**src/rtl/master_controller.sv**
```systemverilog
// Single-master I2C bus engine: START, address, data bytes, ACK/NACK and STOP on open-drain SCL/SDA.
// Optional MASTER_CLK_STRETCH_EN: Q2 waits for the observed SCL to go high (slave clock stretching).
module master_controller #(
  parameter int CLK_DIV = 250
) (
  input  logic       clk,
  input  logic       rst,
  input  logic       cmd_start,
  input  logic [6:0] cmd_addr,
  input  logic       cmd_rw,
  input  logic [7:0] cmd_count,
  input  logic [7:0] TX_data,
  input  logic       TX_fifo_empty,
  output logic       TX_read_enable_master,
  input  logic       RX_fifo_full,
  output logic [7:0] RX_data,
  output logic       RX_write_enable_master,
  input  logic       SDA_sync,
  input  logic       SCL_sync,
  output logic       SCL_out,
  output logic       SDA_out,
  output logic       busy_master,
  output logic       done,
  output logic       ack_error_set_master
);

  localparam int CW = $clog2(CLK_DIV);
  localparam logic [CW-1:0] CNT_LAST = CW'(CLK_DIV - 1);

  typedef enum logic [3:0] {
    IDLE, START, ADDR, ADDR_ACK, TX_LOAD, TX_BYTE, TX_ACK,
    RX_BYTE, RX_STORE, RX_ACK, STOP, DONE
  } state_t;

  state_t        state;
  logic [CW-1:0] cnt;
  logic [1:0]    q;
  logic [2:0]    bit_cnt;
  logic [7:0]    shift;
  logic [7:0]    byte_cnt;
  logic          rw;
  logic          sample;
  logic          slot_state;
  logic          stretch;
  logic          q_end;
  logic          slot_end;

  // Only bit-slot states run the quarter counter; TX_LOAD/RX_STORE freeze it with SCL low.
  assign slot_state = (state == START) || (state == ADDR) || (state == ADDR_ACK) ||
                      (state == TX_BYTE) || (state == TX_ACK) || (state == RX_BYTE) ||
                      (state == RX_ACK) || (state == STOP);

`ifdef MASTER_CLK_STRETCH_EN
  assign stretch = (q == 2'd2) && (cnt == '0) && !SCL_sync;
`else
  assign stretch = 1'b0 && SCL_sync;
`endif

  assign q_end    = slot_state && !stretch && (cnt == CNT_LAST);
  assign slot_end = q_end && (q == 2'd3);

  always_ff @(posedge clk or posedge rst) begin
    if (rst) begin
      state                  <= IDLE;
      cnt                    <= '0;
      q                      <= 2'd0;
      bit_cnt                <= 3'd0;
      shift                  <= 8'h00;
      byte_cnt               <= 8'h00;
      rw                     <= 1'b0;
      sample                 <= 1'b1;
      SCL_out                <= 1'b1;
      SDA_out                <= 1'b1;
      busy_master            <= 1'b0;
      done                   <= 1'b0;
      ack_error_set_master   <= 1'b0;
      TX_read_enable_master  <= 1'b0;
      RX_write_enable_master <= 1'b0;
      RX_data                <= 8'h00;
    end else begin
      TX_read_enable_master  <= 1'b0;
      RX_write_enable_master <= 1'b0;
      ack_error_set_master   <= 1'b0;
      done                   <= 1'b0;

      if (slot_state && !stretch) cnt <= q_end ? '0 : cnt + 1'b1;
      if (q_end) q <= q + 2'd1;
      if (q_end && q == 2'd1) begin
        SCL_out <= 1'b1;
        if (state == START) SDA_out <= 1'b0;
      end
      if (q_end && q == 2'd2) begin
        sample <= SDA_sync;
        if (state == RX_BYTE) shift <= {shift[6:0], SDA_sync};
        if (state == STOP) SDA_out <= 1'b1;
      end

      case (state)
        IDLE: if (cmd_start) begin
          state       <= START;
          busy_master <= 1'b1;
          shift       <= {cmd_addr, cmd_rw};
          rw          <= cmd_rw;
          byte_cnt    <= cmd_count;
          cnt         <= '0;
          q           <= 2'd0;
          bit_cnt     <= 3'd0;
          SCL_out     <= 1'b1;
          SDA_out     <= 1'b1;
        end
        START: if (slot_end) begin
          state   <= ADDR;
          SCL_out <= 1'b0;
          SDA_out <= shift[7];
          bit_cnt <= 3'd0;
        end
        ADDR, TX_BYTE: if (slot_end) begin
          SCL_out <= 1'b0;
          if (bit_cnt == 3'd7) begin
            state   <= (state == ADDR) ? ADDR_ACK : TX_ACK;
            SDA_out <= 1'b1;
          end else begin
            bit_cnt <= bit_cnt + 3'd1;
            shift   <= {shift[6:0], 1'b0};
            SDA_out <= shift[6];
          end
        end
        ADDR_ACK: if (slot_end) begin
          SCL_out <= 1'b0;
          if (sample) begin
            ack_error_set_master <= 1'b1;
            state                <= STOP;
            SDA_out              <= 1'b0;
          end else if (byte_cnt == 8'd0) begin
            state   <= STOP;
            SDA_out <= 1'b0;
          end else if (rw) begin
            state   <= RX_BYTE;
            SDA_out <= 1'b1;
            bit_cnt <= 3'd0;
          end else begin
            state <= TX_LOAD;
          end
        end
        TX_LOAD: if (!TX_fifo_empty) begin
          shift                 <= TX_data;
          TX_read_enable_master <= 1'b1;
          SDA_out               <= TX_data[7];
          bit_cnt               <= 3'd0;
          state                 <= TX_BYTE;
        end
        TX_ACK: if (slot_end) begin
          SCL_out <= 1'b0;
          if (sample) begin
            ack_error_set_master <= 1'b1;
            state                <= STOP;
            SDA_out              <= 1'b0;
          end else begin
            byte_cnt <= byte_cnt - 8'd1;
            if (byte_cnt == 8'd1) begin
              state   <= STOP;
              SDA_out <= 1'b0;
            end else begin
              state <= TX_LOAD;
            end
          end
        end
        RX_BYTE: if (slot_end) begin
          SCL_out <= 1'b0;
          if (bit_cnt != 3'd7) begin
            bit_cnt <= bit_cnt + 3'd1;
          end else if (!RX_fifo_full) begin
            RX_data                <= shift;
            RX_write_enable_master <= 1'b1;
            SDA_out                <= (byte_cnt == 8'd1);
            state                  <= RX_ACK;
          end else begin
            state <= RX_STORE;
          end
        end
        RX_STORE: if (!RX_fifo_full) begin
          RX_data                <= shift;
          RX_write_enable_master <= 1'b1;
          SDA_out                <= (byte_cnt == 8'd1);
          state                  <= RX_ACK;
        end
        RX_ACK: if (slot_end) begin
          SCL_out  <= 1'b0;
          byte_cnt <= byte_cnt - 8'd1;
          if (byte_cnt == 8'd1) begin
            state   <= STOP;
            SDA_out <= 1'b0;
          end else begin
            state   <= RX_BYTE;
            SDA_out <= 1'b1;
            bit_cnt <= 3'd0;
          end
        end
        STOP: if (slot_end) begin
          state <= DONE;
          done  <= 1'b1;
        end
        DONE: begin
          state       <= IDLE;
          busy_master <= 1'b0;
        end
        default: state <= IDLE;
      endcase
    end
  end

endmodule
```
**config.mk**
```make
export PLATFORM = sky130hd
export DESIGN_NAME = master_controller
export DESIGN_NICKNAME = d
export VERILOG_FILES = /design/src/rtl/master_controller.sv
export SDC_FILE = /design/constraint.sdc
export NUM_CORES = 1
export LEC_CHECK = 0
export CAP_MARGIN = 5
export CORE_ASPECT_RATIO = 1.75
export CORE_MARGIN = 4
export CORE_UTILIZATION = 40
export DETAILED_ROUTE_END_ITERATION = 10
export HOLD_SLACK_MARGIN = 0.1
export PLACE_DENSITY = 0.61
export RECOVER_POWER = 50
export SYNTH_ARGS = -nofsm -noshare
export SYNTH_HDL_FRONTEND = slang
export SYNTH_SLANG_ARGS = --single-unit
```
**constraint.sdc**
```tcl
create_clock -name clk -period 1.8 [get_ports clk]
set_input_delay 0.54 -clock clk [delete_from_list [all_inputs] [get_ports clk]]
set_output_delay 0.54 -clock clk [all_outputs]
set_load 0.05 [all_outputs]
```
# [Word level (Yosys, flattened, before mapping)]
# Index checks and enable logic that the tools add are counted.
[word_totals] latchBits=0 out_inout_bits=15 inputBits=31 ff_bits=50 elab_cells=180 mem_count=0 rom_bits=0 mem_bits_rw=0
[op_classes] mux=97 eq_ne=37 n_lt_le_gt_ge=0 addsub=4 n_div=0 n_bitwise=0 n_mul=0 shifts=0 n_reduce_logical=26
[op_table] operator="8-bit two-way mux" n=17
[op_table] operator="4-bit two-way mux" n=17
[op_table] operator="8-bit one-hot mux with 3 select lines" n=2
[op_table] operator="3-bit two-way mux" n=14
[op_table] operator="4-bit one-hot mux with 10 select lines" n=1
[op_table] operator="1-bit two-way mux" n=36
[op_table] operator="2-bit != test (second input constant)" n=18
[op_table] operator="3-bit one-hot mux with 7 select lines" n=1
[op_table] operator="4-bit by 3-bit equality test with 1-bit output (second input constant)" n=4
[op_table] operator="4-bit equality test (second input constant)" n=4
[op_table] operator="8-bit one-hot mux with 2 select lines" n=1
[op_table] operator="14-bit AND reduction" n=1
[op_table] operator="12-bit AND reduction" n=1
[op_table] operator="1-bit one-hot mux with 9 select lines" n=1
[op_table] operator="8-bit by 1-bit adder with 8-bit output (second input constant)" n=1
[op_table] operator="4-bit by 2-bit equality test with 1-bit output (second input constant)" n=2
[op_table] operator="8-bit by 1-bit equality test with 1-bit output (second input constant)" n=1
[op_table] operator="8-bit equality test (second input constant)" n=1
[op_table] operator="8-bit logical NOT" n=1
[op_table] operator="2-bit two-way mux" n=4
[op_table] operator="8-bit by 1-bit subtractor with 8-bit output (second input constant)" n=1
[op_table] operator="1-bit logical OR" n=7
[op_table] operator="7-bit nonzero test" n=1
[op_table] operator="7-bit OR reduction" n=1
[op_table] operator="17 further kinds" n=26

# [Logic depth before layout (Yosys ltp)]
# Gate-level depths: netlist (run 1).
[depth] depth_word=18 depth_mapped=9 ltp_nobuf=8

# [Worst setup path before layout (run 1)]
# Ideal clock, no wire load.
[synth_path] path_kind="reg-to-reg" startpoint="register cnt[0]" endpoint="register RX_data[0]" n_path_buf=2 arrival_ns=1.831 period_less_slack_ns=1.955 t_required_ns=1.675 setup_slack_ns=-0.155 setup_time_ns=0.125 stages_incl_launch_ff=8 cell_sequence="dfrtp_1 > ha_1 > and4bb_1 > buf_6 > and2_1 > buf_4 > a31oi_4 > mux2_2"
[synth_via] elab_chain_len=5
[synth_lines] element="start, declared" line="36" text="logic [CW-1:0] cnt;"
[synth_lines] element="start signal, assigned" line="86" text="if (slot_state && !stretch) cnt <= q_end ? '0 : cnt + 1'b1;"
[synth_lines] element="8-bit equality test" line="59" text="assign q_end = slot_state && !stretch && (cnt == CNT_LAST);"
[synth_lines] element="1-bit logical AND" line="59"
[synth_lines] element="1-bit logical AND" line="60" text="assign slot_end = q_end && (q == 2'd3);"
[synth_lines] element="2-bit != test (no line)"
[synth_lines] element="3-bit AND reduction (no line)"
[synth_lines] element="end signal, assigned" line="173" text="RX_data <= shift;"
[synth_lines] element="end signal, assigned" line="182" text="RX_data <= shift;"
[synth_lines] element="end, declared" line="16" text="output logic [7:0] RX_data,"
# No other way between the ends.
# A chain may end at the register's enable or synchronous reset.

# [Final worst setup path (run 1)]
[layout_path] startpoint="register state[2]" endpoint="register shift[5]"
[layout_via] elab_chain_len=14 elab_cells_between_ends=28 cone_classes="9 x eq/ne; 7 x mux; 12 x reduce/logical"
[layout_lines] element="start, declared" line="35" text="state_t state;"
[layout_lines] element="start signal, assigned" line="120" text="state <= (state == ADDR) ? ADDR_ACK : TX_ACK;"
[layout_lines] element="4-bit by 1-bit equality test with 1-bit output / 4-bit by 2-bit equality test with 1-bit output (equally long branches)" line="49, 98"
[layout_lines] element="1-bit logical OR (3 in a row)" line="49" text="assign slot_state = (state == START) || (state == ADDR) || (state == ADDR_ACK) ||"
[layout_lines] element="1-bit logical OR (3 in a row)" line="50" text="(state == TX_BYTE) || (state == TX_ACK) || (state == RX_BYTE) ||"
[layout_lines] element="1-bit logical OR" line="51" text="(state == RX_ACK) || (state == STOP);"
[layout_lines] element="1-bit logical AND" line="59"
[layout_lines] element="1-bit logical AND" line="92" text="if (q_end && q == 2'd2) begin"
[layout_lines] element="8-bit two-way mux" line="92"
[layout_lines] element="8-bit two-way mux" line="119" text="if (bit_cnt == 3'd7) begin"
[layout_lines] element="8-bit two-way mux" line="117" text="ADDR, TX_BYTE: if (slot_end) begin"
[layout_lines] element="8-bit one-hot mux with 3 select lines *" line="98" text="case (state)"
[layout_lines] element="end signal, assigned" line="94" text="if (state == RX_BYTE) shift <= {shift[6:0], SDA_sync};"
[layout_lines] element="end signal, assigned" line="102" text="shift <= {cmd_addr, cmd_rw};"
[layout_lines] element="end signal, assigned" line="124" text="shift <= {shift[6:0], 1'b0};"
[layout_lines] element="end, declared" line="39" text="logic [7:0] shift;"
# Every way passes the cells marked *; elsewhere a longest branch is shown, timed or not.

==> results of run 1 <==
cells in the final DEF (no fill, tap or decap), types with 3 or more instances in the layout:
cell type,instances
buf_4,94
dfrtp_1,46
nor2_1,26
clkdlybuf4s50_1,26
o21ai_0,25
a21oi_1,24
nand2_1,21
nand3_1,12
inv_1,11
buf_12,11
mux2_2,9
a22o_1,8
ha_1,8
and3_1,6
a221o_1,6
o21ai_1,5
or3_1,5
nand4_1,5
clkbuf_16,5
buf_6,5
a31oi_1,4
mux2i_1,4
xor2_1,4
nor3_1,4
dfstp_2,3
nor2_2,3
nor2_4,3
a21oi_2,3
nor2b_1,3
or2_2,3
a211o_1,3
a211oi_1,3
critical path, cell delays in order, from the launching register on:
cell,delay (ns)
dfrtp_1,0.42
buf_12,0.15
and3b_1,0.16
o21a_1,0.18
or3_1,0.32
a221oi_2,0.25
nor2_2,0.12
a221o_1,0.31
final timing paths:
kind                       slack [ns]  cells after the start         end       start
max                             -0.23                      7    shift[5]    state[2]
min                              0.51                      1  RX_data[2]  RX_data[2]
max reg2reg                     -0.23                      7    shift[5]    state[2]
min reg2reg                      0.51                      1  RX_data[2]  RX_data[2]
max in group asynchronous        0.40                      3    state[0]         rst
min in group asynchronous        0.91                      3      cnt[4]         rst
registers in the layout, indices dropped and copies added (netlist names), 2 cells and up:
name,count
state,4
shift,8
byte_cnt,8
RX_data,8
q,2
bit_cnt,3
cnt,8
cell families after synthesis:
logic type               synth area share (%)
AO/OA/AOI/OAI                            24.5
flip-flops                               41.2
AND/OR/NAND/NOR                          18.8
adder cells (fa/ha/maj)                  3.70
multiplexers                             5.01
buffers and inverters                    4.97
XOR/XNOR                                 1.73
routing by layer:
metal	routed length, µm	part of all wire [%]
met1	3330	35
met2	5210	55
met3	413	4.4
met4	511	5.4
met5	0	0
power by group:
part | internal, W | switching (W) | total [W]
Combinational | 0.00236 | 0.00243 | 0.00479
Clock | 0.000551 | 0.000429 | 0.000980
Sequential | 0.00161 | 0.000389 | 0.00200
Total | 0.00452 | 0.00325 | 0.00778
per-stage QoR:
step | area (µm²) | hold WS, ns | TNS, ns | util (%) | cells
CTS | 4510 | 0.513 | -4.60 | 61.5 | 539
global placement | 4270 | 0.491 | -12.98 | 58.3 | 527
finish | 4650 | 0.509 | -3.72 | 63.4 | 548
global route | 4650 | 0.533 | -7.08 | 63.4 | 548
floorplan | 3080 | 0.486 | -1.56 | - | 330
detailed placement | 4270 | 0.498 | -13.81 | 58.3 | 527
repair_timing:
item                       in CTS  in global routing
gates resized for setup        20                 31
cloned                          0                  1
buffers inserted                7                 10
pin swaps                       6                  5
setup endpoints to repair      43                 44
cell type report:
class	instances	area, µm²	share of cell area, %
multi-input combinational	248	1790	38.4
timing repair buffer	142	1300	27.9
sequential	50	1260	27.0
clock buffer	6	139	2.99
tap	86	108	2.31
inverter	14	52.6	1.13
clock inverter	2	12.5	0.269
==> results.sh, run 1 <==
export IMPL_synth_warnings=0
export IMPL_grt_usage_pct=21.2
export IMPL_wl_per_cell_um=17.3
export IMPL_synthTopCellsByCount="dfrtp_1 (47), nor2_1 (32), o21ai_0 (30)"
export IMPL_fill_cells=627
export IMPL_finalCritPeriodShare_pct=113
export IMPL_violations="setup timing"
export IMPL_cts_tree="built"
export IMPL_finalHoldViolations=0
export IMPL_status="complete, but fails checks"
export IMPL_design_portCount=46
export IMPL_worst_slew_pin_slew_ns=0.689
export IMPL_relSlewSlack_pct=54.1
export IMPL_maxCapViolations=0
export IMPL_drtAntennaViolNets=0
export IMPL_syn_nets=370
export IMPL_ys_seq_area_share_pct=41.2
export IMPL_synth_top_area_share_pct=38.6
export IMPL_start_util_pct=41.5
export IMPL_async_flop_share_pct=100
export IMPL_avgViaCountPerCell=5.65
export IMPL_required_ns=1.98
export IMPL_port_buffers=44
export IMPL_place_congestion=0.938
export IMPL_total_power_w=0.00778
export IMPL_antenna_cells=0
export IMPL_postSynthAreaPerCell_um2=9.22
export IMPL_period_needed_ns=2.03
export IMPL_holdBufCountCts=0
export IMPL_htree_levels=2
export IMPL_dr_first_iter_drc_count=160
export IMPL_cts_sinks=50
export IMPL_met1_usage_pct=21.5
export IMPL_overflow=0
export IMPL_grt_pass1_wl_um=14800
export IMPL_finalSetupViolCount=39
export IMPL_numCtsBuffers=5
export IMPL_cp_data_arrival_time_ns=2.21
export IMPL_worstSetupPathType="register to register"
export IMPL_max_freq_mhz=493
export IMPL_ir_worst_vdd_mv=0.795
export IMPL_grt_busiest_layer="met2"
export IMPL_die_h_um=123
export IMPL_core_mm2=0.00734
export IMPL_syn_inst=330
export IMPL_gr_usage_met3_pct=3.01
export IMPL_clk_latency_ns=0.30
export IMPL_setup_ws_ns=-0.230
export IMPL_p_per_area_mw_per_mm2=1670
export IMPL_die_width_um=73.9
export IMPL_drv_slew=0
export IMPL_hold_path_class="register to register"
export IMPL_synth_most_common_cell="dfrtp_1"
export IMPL_synth_seq_cells=50
export IMPL_synth_edf_count=0
export IMPL_skew_ns=0.00564
export IMPL_row_count=41
export IMPL_antenna_found_initial=0
export IMPL_drc=0
export IMPL_cts_root_buf="clkbuf_16"
export IMPL_gr_usage_met2_pct=39.9
export IMPL_critPathMaxFanout=6
export IMPL_ys_flop_type="dfrtp_1"
export IMPL_path_clk_slew_ns=0.07
export IMPL_synth_distinct_cells=57
export IMPL_crit_path_end_kind="register"
export IMPL_yosysTopAreaCell="dfrtp_1"
export IMPL_final_nets=501
export IMPL_wl_um=9460
export IMPL_vias=3097
export IMPL_startpoint_type="register"
export IMPL_rsz0062_at_grt="yes"
export IMPL_place_ws_ns=-0.655
export IMPL_area_growth_pct=52.8
export IMPL_synth_area_mm2=0.00304
export IMPL_p_leak_nw=2.12
export IMPL_drt_pre_antenna_iters=6
export IMPL_hpwlAfterDp_um=7160
export IMPL_synthTopCellsByArea="dfrtp_1 (39%), o21ai_0 (4.9%), a21oi_1 (4.4%)"
export IMPL_die_area_mm2=0.00913
export IMPL_grt_max_degree=51
export IMPL_grt_pass1_vias=3142
export IMPL_clock_path_buffers=2
export IMPL_drive_above_1_share_pct=37.4
Note: power is estimated with default switching activity, not from simulation.
==> run 2: changes to the inputs <==
- ABC_AREA: unset -> 1
- CTS_BUF_LIST: unset -> sky130_fd_sc_hd__clkbuf_4 sky130_fd_sc_hd__clkbuf_8 sky130_fd_sc_hd__clkbuf_16
==> results.sh, run 2 <==
export IMPL_grt_max_degree=51
export IMPL_die_area_mm2=0.00949
export IMPL_finalSetupViolCount=8
export IMPL_place_inst=598
export IMPL_synth_warnings=0
export IMPL_grt_usage_pct=19.6
export IMPL_hold_path_class="register to register"
export IMPL_postSynthAreaPerCell_um2=7.71
export IMPL_syn_nets=452
export IMPL_synthTopCellsByCount="nand2_1 (89), inv_1 (53), dfrtp_1 (47)"
export IMPL_p_leak_nw=2.42
export IMPL_holdBufCountCts=0
export IMPL_place_congestion=0.920
export IMPL_path_clk_slew_ns=0.07
export IMPL_syn_inst=412
export IMPL_place_area_mm2=0.00422
export IMPL_synth_top_area_share_pct=37.0
export IMPL_overflow=0
export IMPL_ys_flop_type="dfrtp_1"
export IMPL_required_ns=2.03
export IMPL_port_buffers=44
export IMPL_total_power_w=0.00792
export IMPL_drc=0
export IMPL_rsz0062_at_grt="yes"
export IMPL_violations="setup timing"
export IMPL_drive_above_1_share_pct=37.4
export IMPL_maxCapViolations=0
export IMPL_async_flop_share_pct=100
export IMPL_ys_seq_area_share_pct=39.5
export IMPL_final_nets=574
export IMPL_fin_cells=623
export IMPL_critPathMaxFanout=8
export IMPL_startpoint_type="register"
export IMPL_final_common_cell="nand2_1"
export IMPL_htree_levels=2
export IMPL_skew_ns=0.00301
export IMPL_design_area_mm2=0.00486
export IMPL_wl_per_cell_um=14.7
export IMPL_avgViaCountPerCell=5.14
export IMPL_antenna_cells=0
export IMPL_cts_sinks=50
export IMPL_synth_edf_count=0
export IMPL_die_width_um=75.4
export IMPL_die_h_um=126
export IMPL_grt_pass1_vias=3272
export IMPL_synth_seq_cells=50
export IMPL_vias=3203
export IMPL_numCtsBuffers=5
export IMPL_worstSetupPathType="register to register"
export IMPL_row_count=42
export IMPL_clk_latency_ns=0.29
export IMPL_ir_worst_vdd_mv=0.922
export IMPL_fill_cells=640
export IMPL_fin_hold_ws_ns=0.477
export IMPL_period_needed_ns=1.83
export IMPL_crit_path_top_delay_cell="dfrtp_2"
export IMPL_drtAntennaViolNets=0
export IMPL_multiInputGateArea_mm2=0.00188
export IMPL_drv_slew=0
export IMPL_start_util_pct=41.4
export IMPL_clock_path_buffers=2
export IMPL_regArea_mm2=0.00126
export IMPL_yosysTopAreaCell="dfrtp_1"
export IMPL_finalHoldViolations=0
export IMPL_cts_tree="built"
export IMPL_core_mm2=0.00767
export IMPL_relSlewSlack_pct=51.9
export IMPL_final_cell_mix="nand2_1 (77), buf_4 (73), inv_1 (48), dfrtp_1 (45), nor2_1 (31)"
export IMPL_dr_first_iter_drc_count=140
export IMPL_area_growth_pct=53.0
export IMPL_wl_um=9180
export IMPL_synth_distinct_cells=43
export IMPL_p_per_area_mw_per_mm2=1630
export IMPL_worst_slew_pin_slew_ns=0.722
export IMPL_setup_ws_ns=-0.0332
export IMPL_cp_data_arrival_time_ns=2.06
export IMPL_crit_chain="nand2_2 -> nand2_2 -> a21oi_4 -> buf_6 -> nand3_4 -> inv_2 -> nand2_2 -> inv_2 -> a22o_4 -> buf_12 -> nor2_4 -> a21oi_2"
export IMPL_finalCritPeriodShare_pct=102
export IMPL_synth_most_common_cell="nand2_1"
export IMPL_cts_root_buf="clkbuf_16"
export IMPL_slowest_delay_ns=0.46
export IMPL_antenna_found_initial=0
export IMPL_grt_pass1_wl_um=14500
export IMPL_crit_path_end_kind="register"
export IMPL_synth_area_mm2=0.00318
export IMPL_drt_pre_antenna_iters=4
export IMPL_max_freq_mhz=545
export IMPL_hpwlAfterDp_um=6680
export IMPL_synthTopCellsByArea="dfrtp_1 (37%), nand2_1 (11%), inv_1 (6.3%)"
export IMPL_cp_common_cell="nand2_2"
export IMPL_status="complete, but fails checks"
export IMPL_design_portCount=46
run 2: changes by cell type after synthesis, moves of 10 or more:
cell     change
nand2_1     +65
inv_1       +39
inv_2       +14
o21ai_1     +10
mux2_2      -10
a21oi_1     -14
run 2: what timing repair did:
action,in CTS,in global routing
resized for setup,24,62
cloned,2,1
pin swaps,24,21
endpoints found under the hold margin,0,0
setup endpoints to repair,33,41
buffers inserted,12,4
run 2: through the flow:
step,utilization (%),worst slack (ns),TNS (ns)
after floorplan,-,0.0198,0
after global placement,55.0,-0.198,-3.80
after detailed placement,55.0,-0.195,-4.06
after CTS,60.0,-0.0414,-0.107
after global routing,63.4,-0.184,-2.80
final,63.4,-0.0332,-0.118
run 2: kinds of logic after synthesis:
kind of cell / count (synthesis) / share of synthesized area (%)
compound gates: 86 / 17.6
fa+ha+maj: 9 / 3.54
flops: 50 / 39.5
simple gates: 185 / 27.0
buf+inv: 74 / 9.96
xor+xnor: 3 / 0.827
mux: 5 / 1.57
run 2: per-layer routing:
layer  vias up  global-route usage [%]  part of all wire [%]
li1       1599                       -                     -
met1      1499                    19.9                    35
met2        77                    36.6                    57
met3        28                    2.79                   4.0
met4         0                    9.68                   4.5
met5         -                       0                     0
run 2: final timing paths:
path	endpoint	start	cells past startpoint	slack, ns
max	RX_data[7]	state[0]	12	-0.03
min	cnt[7]	cnt[7]	1	0.48
max reg2reg	RX_data[7]	state[0]	12	-0.03
min reg2reg	cnt[7]	cnt[7]	1	0.48
max in group asynchronous	state[0]	rst	3	0.36
min in group asynchronous	cnt[5]	rst	3	0.92
run 2: critical path, delay by kind of cell (launching register included):
kind / cells / cell delay, ns
buf+inv: 4 / 0.43
flops: 1 / 0.46
simple gates: 5 / 0.41
compound gates: 3 / 0.45
run 2: cell type report:
cell class / instances / share of cell area, %
timing repair buffer: 121 / 24.2
timing repair inverter: 1 / 0.154
inverter: 67 / 5.33
multi-input combinational: 288 / 38.7
tap: 88 / 2.26
clock inverter: 2 / 0.772
sequential: 50 / 25.9
clock buffer: 6 / 2.73
run 2: where the power goes:
group / switching [W] / leakage [nW] / internal (W) / total (W)
sequential: 0.000395 / 0.634 / 0.00154 / 0.00194
clock: 0.000428 / 0.0805 / 0.000672 / 0.00110
combinational: 0.00275 / 1.71 / 0.00213 / 0.00488
==> run 3: changes to the inputs <==
- SETUP_SLACK_MARGIN: unset -> 0.3
==> results.sh, run 3 (synthesis results as in run 2) <==
export IMPL_swShare_pct=45.8
export IMPL_htree_levels=2
export IMPL_status="complete, but fails checks"
export IMPL_max_freq_mhz=536
export IMPL_row_count=42
export IMPL_fin_setup_tns_ns=-0.520
export IMPL_worst_slew_pin_slew_ns=0.717
export IMPL_p_leak_nw=2.46
export IMPL_final_nets=592
export IMPL_cts_tree="built"
export IMPL_fin_cells=641
export IMPL_finalSetupViolCount=14
export IMPL_hold_path_class="register to register"
export IMPL_start_util_pct=41.4
export IMPL_r2r_end="RX_data[3]"
export IMPL_numCtsBuffers=5
export IMPL_final_cell_mix="buf_4 (78), nand2_1 (74), inv_1 (47), dfrtp_1 (44), clkdlybuf4s50_1 (28)"
export IMPL_wl_per_cell_um=15.2
export IMPL_design_portCount=46
export IMPL_required_ns=1.99
export IMPL_rsz0062_at_grt="yes"
export IMPL_wl_um=9740
export IMPL_cts_sinks=50
export IMPL_period_needed_ns=1.86
export IMPL_place_area_mm2=0.00419
export IMPL_ir_worst_vdd_mv=0.875
export IMPL_port_buffers=44
export IMPL_gr_usage_met3_pct=3.27
export IMPL_antenna_cells=0
export IMPL_final_common_cell="buf_4"
export IMPL_pwr_share_comb_pct=64.1
export IMPL_place_inst=593
export IMPL_drive_above_1_share_pct=43.0
export IMPL_overflow=0
export IMPL_met1_usage_pct=22.5
export IMPL_clk_latency_ns=0.30
export IMPL_grt_max_degree=51
export IMPL_finalHoldViolations=0
export IMPL_grt_usage_pct=21.8
export IMPL_switchingPower_w=0.00370
export IMPL_rrSetupSlack_ns=-0.06
export IMPL_grt_busiest_layer="met2"
export IMPL_critPathMaxFanout=4
export IMPL_startpoint_type="register"
export IMPL_path_clk_slew_ns=0.07
export IMPL_p_clk_share_pct=12.2
export IMPL_drt_pre_antenna_iters=4
export IMPL_place_ws_ns=-0.220
export IMPL_seq_power_share_pct=23.7
export IMPL_grt_pass1_vias=3541
export IMPL_design_area_mm2=0.00510
export IMPL_worstSetupPathType="register to register"
export IMPL_die_area_mm2=0.00949
export IMPL_cp_endpoint="RX_data[3]"
export IMPL_antenna_found_initial=0
export IMPL_maxCapViolations=0
export IMPL_r2r_cells=12
export IMPL_dr_first_iter_drc_count=129
export IMPL_drtAntennaViolNets=0
export IMPL_p_int_w=0.00437
export IMPL_cp_startpoint="state[1]"
export IMPL_drc=0
export IMPL_finalCritPeriodShare_pct=104
export IMPL_vias=3357
export IMPL_skew_ns=0.00772
export IMPL_die_h_um=126
export IMPL_cp_data_arrival_time_ns=2.06
export IMPL_relSlewSlack_pct=52.2
export IMPL_drv_slew=0
export IMPL_clock_path_buffers=2
export IMPL_violations="setup timing"
export IMPL_gr_usage_met2_pct=39.0
export IMPL_r2r_start="state[1]"
export IMPL_fin_hold_ws_ns=0.466
export IMPL_setup_ws_ns=-0.0650
export IMPL_avgViaCountPerCell=5.24
export IMPL_area_growth_pct=60.6
export IMPL_p_per_area_mw_per_mm2=1580
export IMPL_core_mm2=0.00767
export IMPL_grt_pass1_wl_um=16000
export IMPL_crit_path_end_kind="register"
export IMPL_hpwlAfterDp_um=6750
export IMPL_place_congestion=0.891
export IMPL_cts_root_buf="clkbuf_16"
export IMPL_die_width_um=75.4
-- run 3: cell types whose count changed in the layout (fill, tap and decap cells not counted), moves of 5 or more --
cell / delta
buf_4: +5
buf_6: +13
nand2_2: +7
nor2_4: +5
o21ai_0: -5
-- run 3: routing by layer --
metal  part of all wire [%]  wire length [µm]
met2                     54              5260
met5                      0                 0
met4                    5.7               552
met3                    4.5               435
met1                     36              3490
-- run 3: repair_timing --
| action | CTS | global route |
|---|---|---|
| cloned | 4 | 0 |
| buffers inserted | 31 | 5 |
| pin swaps | 30 | 18 |
| gates resized for setup | 78 | 38 |
| setup endpoints to repair | 48 | 52 |
| hold buffers | 0 | 0 |
-- run 3: area by class of cell --
| cell class | count | area (µm²) |
|---|---|---|
| repair inverters | 1 | 7.51 |
| flip-flops and latches | 50 | 1260 |
| repair buffers | 138 | 1340 |
| clock inverters | 2 | 15.0 |
| clock buffers | 6 | 133 |
| multi-input cells | 289 | 1980 |
| well taps | 88 | 110 |
| fillers | 635 | 2570 |
| inverters | 67 | 263 |
-- run 3: worst min path at each step --
stage | start | depth (start not counted) | endpoint
after floorplan | cnt[7] | 1 | cnt[7]
after global placement | cnt[7] | 1 | cnt[7]
after detailed placement | cnt[7] | 1 | cnt[7]
after CTS | cnt[7] | 1 | cnt[7]
after global routing | cnt[7] | 1 | cnt[7]
final | cnt[7] | 1 | cnt[7]
-- run 3: power groups by stage --
| stage | sequential (W) | combinational, W | clock [W] |
|---|---|---|---|
| floorplan | 0.00221 | 0.00223 | 0 |
| detailed placement | 0.00191 | 0.00396 | 0 |
| global placement | 0.00189 | 0.00390 | 0 |
| finish | 0.00191 | 0.00517 | 0.000983 |
| CTS | 0.00191 | 0.00482 | 0.00100 |
| global route | 0.00196 | 0.00565 | 0.00105 |
-- run 3: worst max-delay path: stages, from the launching register on --
cell and delay [ns]:
dfrtp_2 0.45, nor2_4 0.20, a21oi_4 0.08, buf_6 0.13, nand3_4 0.11, inv_2 0.05, nand2_2 0.08, inv_2 0.05
a22o_4 0.25, buf_12 0.13, buf_16 0.13, nand2_2 0.05, o21ai_2 0.05
-- run 3: stage by stage --
step                util [%]  power (W)
floorplan                  -    0.00444
global placement        54.6    0.00579
detailed placement      54.6    0.00587
CTS                     64.3    0.00773
global route            66.5    0.00865
finish                  66.5    0.00807
